[config.mk]
export PLATFORM = sky130hd
export DESIGN_NAME = spi_chain_responder
export DESIGN_NICKNAME = d
export VERILOG_FILES = /design/src/rtl/spi_pkg.sv /design/src/rtl/spi_sync_edge.sv /design/src/rtl/spi_chain_responder.sv
export SDC_FILE = /design/constraint.sdc
export NUM_CORES = 1
export LEC_CHECK = 0
export ABC_AREA = 1
export BUFFER_PORTS_ARGS = -buffer_cell sky130_fd_sc_hd__buf_4
export CAP_MARGIN = 20
export CORE_AREA = 2 2 76 78
export CTS_CLUSTER_DIAMETER = 150
export DETAILED_ROUTE_END_ITERATION = 10
export DIE_AREA = 0 0 78 80
export GPL_ROUTABILITY_DRIVEN = 1
export PLACE_DENSITY = 0.56
export SYNTH_ARGS = -nofsm -noshare
export SYNTH_HDL_FRONTEND = slang
export SYNTH_HIERARCHICAL = 1
export SYNTH_SLANG_ARGS = --single-unit
[constraint.sdc]
create_clock -name clk -period 1.83 [get_ports clk]
set_clock_uncertainty 0.1 [all_clocks]
set_input_delay 0.0915 -clock clk [delete_from_list [all_inputs] [get_ports clk]]
set_output_delay 0.0915 -clock clk [all_outputs]
set_load 0.01 [all_outputs]
[src/rtl/spi_pkg.sv]
// spi_pkg: shared types and widths for the SPI chain responder
package spi_pkg;
    localparam int SPI_DATA_W = 8;
    typedef enum logic {IDLE, ACTIVE} spi_state_e;
    typedef struct packed {logic cpol; logic cpha;} spi_mode_t;
endpackage

[src/rtl/spi_sync_edge.sv]
// spi_sync_edge: 2-flop synchronizer with registered rise/fall detection
module spi_sync_edge (
    input  logic clk,
    input  logic rst,
    input  logic d,
    output logic q,
    output logic rise,
    output logic fall
);
    logic s1, s3;
    always_ff @(posedge clk) begin
        if (!rst) {s1, q, s3} <= '0;
        else      {s1, q, s3} <= {d, s1, q};
    end
    assign rise = q & ~s3;
    assign fall = ~q & s3;
endmodule

[src/rtl/spi_chain_responder.sv]
// spi_chain_responder: oversampled SPI responder forming one daisy-chain shift stage
module spi_chain_responder
    import spi_pkg::*;
#(
    parameter int DATA_W = SPI_DATA_W
) (
    input  logic              clk,
    input  logic              rst,
    input  logic              sclk,
    input  logic              ss,
    input  logic              mosi,
    output logic              miso,
    input  logic [1:0]        mode,
    input  logic [DATA_W-1:0] tx_data,
    input  logic              tx_load,
    output logic              tx_ready,
    output logic [DATA_W-1:0] rx_data,
    output logic              rx_valid,
    output logic              busy,
    output logic              frame_err
);
    localparam int CW = $clog2(DATA_W);
    spi_state_e state, state_next;
    spi_mode_t mode_q;
    logic [DATA_W-1:0] shreg, tx_hold, shreg_nx, first;
    logic [CW-1:0] bit_cnt;
    logic sclk_s, sclk_rise, sclk_fall, ss_s, ss_rise, ss_fall;
    logic mosi_1, mosi_s, lead, trail, samp, shout, wrap;
    spi_sync_edge u_sclk (.clk(clk), .rst(rst), .d(sclk), .q(sclk_s), .rise(sclk_rise), .fall(sclk_fall));
    spi_sync_edge u_ss (.clk(clk), .rst(rst), .d(ss), .q(ss_s), .rise(ss_rise), .fall(ss_fall));
    assign lead = mode_q.cpol ? sclk_fall : sclk_rise;
    assign trail = mode_q.cpol ? sclk_rise : sclk_fall;
    assign samp = mode_q.cpha ? trail : lead;
    assign shout = mode_q.cpha ? lead : trail;
    assign wrap = bit_cnt == CW'(DATA_W - 1);
    assign shreg_nx = {shreg[DATA_W-2:0], mosi_s};
    assign first = tx_load ? tx_data : tx_hold;
    assign tx_ready = state == IDLE;
    assign busy = state == ACTIVE;
    always_comb begin
        state_next = state;
        state_next = (state == IDLE) ? (ss_fall ? ACTIVE : IDLE) : (ss_rise ? IDLE : ACTIVE);
    end
    always_ff @(posedge clk) begin
        if (!rst) begin
            state     <= IDLE;
            mode_q    <= '0;
            {mosi_1, mosi_s} <= '0;
            shreg     <= '0;
            tx_hold   <= '0;
            bit_cnt   <= '0;
            miso      <= 1'b0;
            rx_data   <= '0;
            rx_valid  <= 1'b0;
            frame_err <= 1'b0;
        end else begin
            state     <= state_next;
            {mosi_1, mosi_s} <= {mosi, mosi_1};
            rx_valid  <= 1'b0;
            frame_err <= 1'b0;
            if (state == IDLE) begin
                miso <= 1'b0;
                if (tx_load) tx_hold <= tx_data;
                if (ss_fall) begin
                    shreg   <= first;
                    mode_q  <= spi_mode_t'(mode);
                    bit_cnt <= '0;
                    miso    <= mode[0] ? 1'b0 : first[DATA_W-1];
                end
            end else if (ss_rise) begin
                // a sample edge landing with ss rise is dropped with the partial byte
                frame_err <= bit_cnt != '0;
                bit_cnt   <= '0;
                miso      <= 1'b0;
            end else begin
                if (samp) begin
                    shreg   <= shreg_nx;
                    bit_cnt <= wrap ? '0 : bit_cnt + CW'(1);
                    if (wrap) begin
                        rx_data  <= shreg_nx;
                        rx_valid <= 1'b1;
                    end
                end
                if (shout) miso <= shreg[DATA_W-1];
            end
        end
    end
endmodule

## Yosys cells after proc, flatten, opt, wreduce, memory -nomap -nowiden

Index checks and enable logic that the tools add are counted.

- Register bits after elaboration: 41
- Bits in latches: 0
- Bits in writable memories: 0
- Bits in read-only memories: 0
- Input bits: 16
- Output and inout bits: 13
- Word-level logic and storage cells: 67
- Memories kept: 0

- Add/sub/neg operators: 1
- Multipliers: 0
- Div/mod/pow operators: 0
- $lt $le $gt $ge: 0
- Equality and inequality tests: 5
- Shift-type cells: 0
- Mux-type cells: 23
- Bitwise operators: 12
- Reduce and logical (&&, ||, !) cells: 8

Operators with widths:

| kind | count |
|---|---|
| 8-bit 2-to-1 mux | 5 |
| 3-bit 2-to-1 mux | 5 |
| 1-bit 2-to-1 mux | 13 |
| 1-bit inverter | 8 |
| 3-bit by 1-bit inequality test with 1-bit output, second input constant | 2 |
| 3-bit AND reduction | 2 |
| 1-bit AND | 4 |
| 2-bit AND reduction | 2 |
| 4-bit AND reduction | 1 |
| 4-bit OR reduction | 1 |
| 3-bit by 1-bit adder with 3-bit output, second input constant | 1 |
| 3-bit == test, second input constant | 1 |
| 3-bit nonzero test | 1 |
| 2-bit by 1-bit inequality test with 1-bit output, second input constant | 1 |
| 2-bit inequality test, second input constant | 1 |
| 2-bit nonzero test | 1 |

## Logic depth before layout (Yosys ltp)

Gate-level depths: netlist (run 1).

- Depth in word-level cells: 7
- Gate-level depth with buffers: 10
- Depth with buffers taken out: 9

## By module

The synthesis (run 1) kept the hierarchy.

Modules (own cells, without submodules):

| module | instances | cells an instance | area each (um^2) | sequential area each (um^2) |
|---|---|---|---|---|
| spi_chain_responder | 1 | 219 | 1641.6 | 700.7 |
| spi_sync_edge | 2 | 13 | 100.1 | 60.1 |

## Least setup slack after synthesis (run 1)

No wires, ideal clock.

- Kind: register -> register
- From: register state, in the netlist busy
- To: register rx_data[3]
- Data arrival time: 1.194 ns
- Data required time: 1.618 ns
- Path slack: 0.424 ns
- Cell stages (with the launch flop): 10
- Buffers on the path: 2
- Period minus slack after synthesis: 1.406 ns
- Path through: dfxtp_1 > buf_6 > inv_4 > nor2_8 > nand3_4 > nor2_8 > buf_12 > nand2_2 > nand2_1 > nor2_2

- Longest elaborated chain between the ends: 1

RTL lines:

| element | line | text |
|---|---|---|
| from (decl) | spi_chain_responder.sv:23 | `spi_state_e state, state_next;` |
| from (signal assigned) | spi_chain_responder.sv:57 | `state <= state_next;` |
| 4-bit AND reduction (no line) | - |  |
| to (signal assigned) | spi_chain_responder.sv:80 | `rx_data <= shreg_nx;` |
| to (decl) | spi_chain_responder.sv:17 | `output logic [DATA_W-1:0] rx_data,` |

No other way between the ends.
A chain may end at the register's enable or synchronous reset.

## Worst setup path in the final report (run 1)

- From: register u_sclk.s3
- To: register rx_data[2]

- Elaborated cells on any way between the ends: 7
- Those cells by class: 3 x mux; 3 x bitwise; 1 x reduce/logical

RTL lines:

| element | line | text |
|---|---|---|
| from (decl) | spi_sync_edge.sv:10 | `logic s1, s3;` |
| from (signal assigned) | spi_sync_edge.sv:13 | `else {s1, q, s3} <= {d, s1, q};` |
| 1-bit AND * | spi_sync_edge.sv:16 | `assign fall = ~q & s3;` |
| net sclk_fall | spi_chain_responder.sv:27 | `logic sclk_s, sclk_rise, sclk_fall, ss_s, ss_rise, ss_fall;` |
| 1-bit 2-to-1 mux, on equally long branches | spi_chain_responder.sv:31, spi_chain_responder.sv:32 |  |
| 1-bit 2-to-1 mux * | spi_chain_responder.sv:33 | `assign samp = mode_q.cpha ? trail : lead;` |
| 4-bit AND reduction (no line) * | - |  |

Mark *: on every way through the listed nets, which the timed path passes. The rest lies on a longest branch.

==> flow_metrics.tcl, run 1 <==
set metrics [dict create \
    cpMostUsedCell "nand2_1" \
    p_leak_uw 0.00107 \
    hold_class "input pin to flop" \
    num-nets-final 296 \
    chipWidth_um 78 \
    antenna_found_initial 0 \
    die_h_um 80 \
    tritoncts "yes" \
    seq_area_frac_synth_pct 44.6 \
    num-fill-cells 581 \
    rsz0062_at_grt "no" \
    grt_max_degree 30 \
    timing_hold_violations_final 0 \
    startpoint "u_sclk/s3" \
    crit_type "flop to flop" \
    p_total_uw 1840 \
    drv_slew 0 \
    setup_viol 0 \
    cts_setup_buffers 0 \
    arrival_ns 1.69 \
    yosysTopAreaCell "dfxtp_1" \
    yosysWarnings 6 \
    grt_pass1_vias 1375 \
    dp_hpwl_mm 2.59 \
    synth_seq_cells 41 \
    use_met1_pct 17.6 \
    min-delay-start "tx_data[2]" \
    relSlewSlack_pct 71.4 \
    clock-sinks 41 \
    fin_crit_ns 1.59 \
    period_share_pct 87.0 \
    worst_pin_slew_ns 0.429 \
    dp.cells 338 \
    io_buffers 28 \
    fin_cells 350 \
    place_area_um2 2090 \
    critPathMaxFanout 16 \
    fp-row-count 27 \
    yosysTopAreaCellShare_pct 44.6 \
    final_area_um2 2240 \
    initial_core_util_pct 34.1 \
    cp-start-kind "flop" \
    place_ws_ns 0.228 \
    cts_max_path_buffers 2 \
    cts-buffers-inserted 5 \
    multi_input_area_um2 800 \
    endpoint_kind "flop" \
    vias 1507 \
    synthTopCellsByArea "dfxtp_1, nand2_1, inv_1" \
    drtAntennaViolNets 0 \
    diodes 0 \
    critPathSlowestCell "dfxtp_1" \
    vdd_ir_drop_max_uv 258 \
    clock.fmax_ghz 0.628 \
    setup_slack_ns 0.238 \
    vias_per_cell 4.31 \
    core_um2 5410 \
    syn2layout_area_growth_pct 21.9 \
    status "completed" \
    slowest_delay_ns 0.35 \
    htree_levels 2 \
    async_flop_share_pct 0 \
    cts.reportedPaths.clkPinSlew_ns 0.08 \
    place_congestion 0.827 \
    clkLatencyLatePin_ns 0.29 \
    fin_setup_tns_ns 0 \
    root_buffer "clkbuf_8" \
    ff2ff_setup_slack_ns 0.24 \
    max-cap-violations 0 \
    synth_nets 264 \
    cellPowerDensity_nw_per_um2 821 \
    use_met3_pct 3.51 \
    avgSynthCellArea_um2 7.52 \
    met2_usage_pct 18.6 \
    dieArea_um2 6240 \
    wl_mm 3.63 \
    syn_inst 245 \
    seq_area_um2 821 \
    synth_edf_count 0 \
    dr.pass1.iters 4 \
    final_cell_mix "nand2_1, dfxtp_1, inv_1" \
    crit_required_ns 1.92 \
    cts-resized-gates 0 \
    grt_busiest_layer "met2" \
    drive_gt1_share_pct 24.1 \
    post_drt_wl_per_cell_um 10.4 \
    netlist_area_um2 1840 \
    worstPathCellList "inv_1 -> nor2_1 -> nand2_1 -> nand3_2 -> nand3_4 -> nor2_8 -> nand2_1 -> nand2_1 -> nor2_2" \
    drt_iter0_markers 90 \
    overflow 0 \
    grt_pass1_wl_mm 6.25 \
    ioPinCount 29 \
    layout_commonest_cell "nand2_1" \
    cts_hold_buf 4 \
    timing.rr.start "u_sclk/s3" \
    yosysUniqueCellTypes 26 \
    grt_util_all_layers_pct 12.8 \
    synth-main-ff-cell "dfxtp_1" \
    drt_drc_violations_left 0 \
]
[cell usage after synthesis, types with 3 or more instances]
cell	n
ha_1	3
inv_1	36
o21ai_0	17
clkbuf_1	3
dfxtp_1	41
nor2_2	18
nand3_1	8
nor2_1	24
a21oi_1	11
o22ai_1	8
inv_2	3
nand2_1	52
buf_2	3
[per-stage QoR]
step / util [%] / hold WS, ns
5_1_grt: 41.5 / 0.0310
3_3_place_gp: 38.6 / 0.171
2_1_floorplan: - / 0.0850
6_report: 41.5 / 0.0181
3_5_place_dp: 38.6 / 0.177
4_1_cts: 41.5 / 0.00544
[final cells by class]
type	instances	area share, %
tap	72	4.01
inverter	40	6.80
sequential	41	36.6
timing repair buffer	34	11.8
clock buffer	7	3.85
clock inverter	1	1.34
multi-input combinational	155	35.6
[where the power goes]
part	internal, uW	switching [uW]	total (uW)
registers	922	10.2	933
clock network	445	300	745
logic	70.3	94.7	165
total	1440	405	1840
[path summary, 6_finish.rpt]
| kind | to | cells after the start |
|---|---|---|
| worst min register to register | u_sclk/q | 2 |
| worst max register to register | rx_data[2] | 9 |
| worst max-delay path | rx_data[2] | 9 |
| worst min-delay path | tx_hold[2] | 3 |
[cells by family (layout without fill, tap and decap cells)]
family / Yosys count / count (layout) / share of synthesized area [%]
and+or+nand+nor: 112 / 112 / 29.7
DFF: 41 / 41 / 44.6
AOI/OAI and AO/OA: 40 / 40 / 11.7
buffers and inverters: 49 / 82 / 12.0
adders and majority gates: 3 / 3 / 2.04
[per-layer routing]
metal | share of wire (%) | vias up
met4 | 1.8 | 0
li1 | - | 823
met3 | 3.9 | 6
met1 | 54 | 652
met2 | 40 | 26
met5 | 0 | -
[worst max-delay path: cells and delay by family (launching register included)]
kind,cells,cell delay (ns)
and+or+nand+nor,8,1.00
DFF,1,0.35
buffers and inverters,1,0.04
[sequential cells by signal, indices dropped and copies added (netlist names), 2 cells and up]
| name | count |
|---|---|
| rx_data | 8 |
| shreg | 8 |
| tx_hold | 8 |
| bit_cnt | 3 |
| mode_q | 2 |
Power figures use the tool's default switching activity.
==> run 2: changes to the inputs <==
--- a/config.mk
+++ b/config.mk
@@ -5,16 +5,14 @@
 export SDC_FILE = /design/constraint.sdc
 export NUM_CORES = 1
 export LEC_CHECK = 0
-export ABC_AREA = 1
 export BUFFER_PORTS_ARGS = -buffer_cell sky130_fd_sc_hd__buf_4
 export CAP_MARGIN = 20
-export CORE_AREA = 2 2 76 78
+export CORE_AREA = 2 2 75 77
 export CTS_CLUSTER_DIAMETER = 150
 export DETAILED_ROUTE_END_ITERATION = 10
-export DIE_AREA = 0 0 78 80
+export DIE_AREA = 0 0 77 79
 export GPL_ROUTABILITY_DRIVEN = 1
-export PLACE_DENSITY = 0.56
+export PLACE_DENSITY = 0.55
 export SYNTH_ARGS = -nofsm -noshare
 export SYNTH_HDL_FRONTEND = slang
-export SYNTH_HIERARCHICAL = 1
 export SYNTH_SLANG_ARGS = --single-unit
==> flow_metrics.tcl, run 2 <==
set metrics [dict create \
    status "completed" \
    cts-resized-gates 0 \
    vias 1367 \
    netlist_area_um2 1770 \
    timing_hold_violations_final 0 \
    initial_core_util_pct 33.1 \
    fin_util_pct 42.9 \
    chipWidth_um 77 \
    synth-xor-area-share_pct 0.495 \
    dieArea_um2 6080 \
    seq_area_frac_synth_pct 46.4 \
    synthAdderAreaFrac_pct 2.12 \
    multi_input_area_um2 870 \
    worstSetupEndpoint "shreg[1]" \
    dp_hpwl_mm 2.44 \
    ioPinCount 29 \
    drt_drc_violations_left 0 \
    fin_setup_tns_ns 0 \
    p_leak_uw 0.00101 \
    synth_top_family_by_area "multiplexers" \
    max-cap-violations 0 \
    drive_gt1_share_pct 20.3 \
    num-nets-final 246 \
    num-fill-cells 566 \
    root_buffer "clkbuf_8" \
    fin_cells 299 \
    wl_mm 3.63 \
    htree_levels 2 \
    slowest_delay_ns 0.39 \
    synth-compound-area-share_pct 8.63 \
    core_um2 5340 \
    critPathMaxFanout 8 \
    crit_required_ns 1.95 \
    timing.rr.start "mode_q[0]" \
    worstPathCellList "xor2_1 -> mux2_4 -> a21oi_4 -> buf_12 -> mux2i_1" \
    clock.fmax_ghz 0.596 \
    reg_top3 "rx_data x8, shreg x8, tx_hold x8" \
    ff2ff_path_depth 5 \
    fp-row-count 27 \
    fin_crit_ns 1.68 \
    synth_nets 201 \
    antenna_found_initial 0 \
    place_area_um2 2070 \
    synth_commonest_cells "dfxtp_1, mux2i_1, nand2_1" \
    io_buffers 28 \
    grt_pass1_wl_mm 5.95 \
    crit_type "flop to flop" \
    cts-buffers-inserted 5 \
    r2r-end "shreg[1]" \
    avgSynthCellArea_um2 9.72 \
    diodes 0 \
    grt_max_degree 30 \
    synth.area.mux_share_pct 20.2 \
    cellPowerDensity_nw_per_um2 743 \
    final_cell_mix "dfxtp_1, buf_4, mux2i_1" \
    drt_iter0_markers 33 \
    cts.reportedPaths.clkPinSlew_ns 0.08 \
    tritoncts "yes" \
    synthTopCellsByArea "dfxtp_1, mux2i_1, nand2_1" \
    yosysWarnings 0 \
    critPathSlowestCell "mux2_4" \
    vias_per_cell 4.57 \
    cts_max_path_buffers 2 \
    clock-sinks 41 \
    vdd_ir_drop_max_uv 338 \
    yosysTopAreaCellShare_pct 46.4 \
    endpoint_kind "flop" \
    drv_slew 0 \
    dp.cells 279 \
    syn2layout_area_growth_pct 29.6 \
    yosys.area_share.simple_pct 17.7 \
    cp-start-kind "flop" \
    fin_hold_ws_ns 0.0274 \
    setup_viol 0 \
    hold_class "input pin to flop" \
    overflow 0 \
    layout_commonest_cell "dfxtp_1" \
    synth-main-ff-cell "dfxtp_1" \
    yosysUniqueCellTypes 30 \
    arrival_ns 1.80 \
    place_congestion 0.705 \
    grt_util_all_layers_pct 12.5 \
    synthMostInstantiatedCell "dfxtp_1" \
    final_area_um2 2290 \
    clkLatencyLatePin_ns 0.29 \
    synth_edf_count 0 \
    syn_inst 182 \
    yosysTopAreaCell "dfxtp_1" \
    post_drt_wl_per_cell_um 12.1 \
    rsz0062_at_grt "no" \
    synth_seq_cells 41 \
    dr.pass1.iters 5 \
    async_flop_share_pct 0 \
    ff2ff_setup_slack_ns 0.15 \
    grt_pass1_vias 1244 \
    die_h_um 79 \
    worst_pin_slew_ns 0.542 \
    seq_area_um2 821 \
    drtAntennaViolNets 0 \
    relSlewSlack_pct 63.8 \
    period_share_pct 91.8 \
    startpoint "mode_q[0]" \
]
run 2: critical path, delay by kind of cell, from the launching register on:
family                 cells  cell delay, ns
XOR/XNOR                   1            0.27
multiplexers               2            0.56
AO/OA/AOI/OAI              1            0.18
buffers and inverters      1            0.15
flip-flops                 1            0.34
run 2: layout make-up:
| class | count | share of cell area, % |
|---|---|---|
| Timing Repair Buffer | 48 | 17.6 |
| Multi-Input combinational cell | 125 | 37.9 |
| Clock buffer | 7 | 3.77 |
| Inverter | 6 | 0.983 |
| Tap cell | 72 | 3.93 |
| Sequential cell | 41 | 35.8 |
run 2: worst min-delay path by stage:
| stage | from | slack (ns) | end | cells after the start |
|---|---|---|---|---|
| after floorplan | mosi | 0.12 | mosi_1 | 1 |
| after global placement | ss | 0.20 | u_ss.s1 | 2 |
| after detailed placement | mosi | 0.20 | mosi_1 | 2 |
| after CTS | rst | 0.02 | tx_hold[7] | 3 |
| after global routing | rst | 0.03 | tx_hold[7] | 3 |
| final | rst | 0.03 | tx_hold[7] | 3 |
run 2: report_power, final:
group | switching [uW] | total [uW] | leakage [uW] | internal (uW)
Combinational | 82.9 | 178 | 0.000637 | 94.9
Clock | 298 | 597 | 0.0000443 | 299
Sequential | 11.7 | 928 | 0.000334 | 916
run 2: cells by family (layout without fill, tap and decap cells):
kind of cell / count (synthesis) / in the layout
mux: 35 / 35
fa+ha+maj: 3 / 3
compound gates: 21 / 21
simple gates: 65 / 65
xor+xnor: 1 / 1
flops: 41 / 41
buf+inv: 16 / 61
run 2: repair_timing:
| action | in CTS | in global routing |
|---|---|---|
| setup buffers | 0 | 1 |
| hold buffers | 12 | 0 |
| hold endpoints to repair | 13 | 0 |
| endpoints found under the setup margin | 0 | 5 |
run 2: stage by stage:
stage	setup slack, ns	power, uW
final	0.151	1700
after global placement	0.138	1100
after floorplan	0.237	1050
after CTS	0.0648	1720
after global routing	0.0208	1790
after detailed placement	0.107	1100
run 2: metal layers:
metal  share of wire [%]  track usage (%)  up-vias
li1                    -                -      710
met1                  52             17.5      631
met2                  44             18.1       20
met3                 3.0             3.18        6
met4                 1.8             5.89        0
met5                   0                0        -
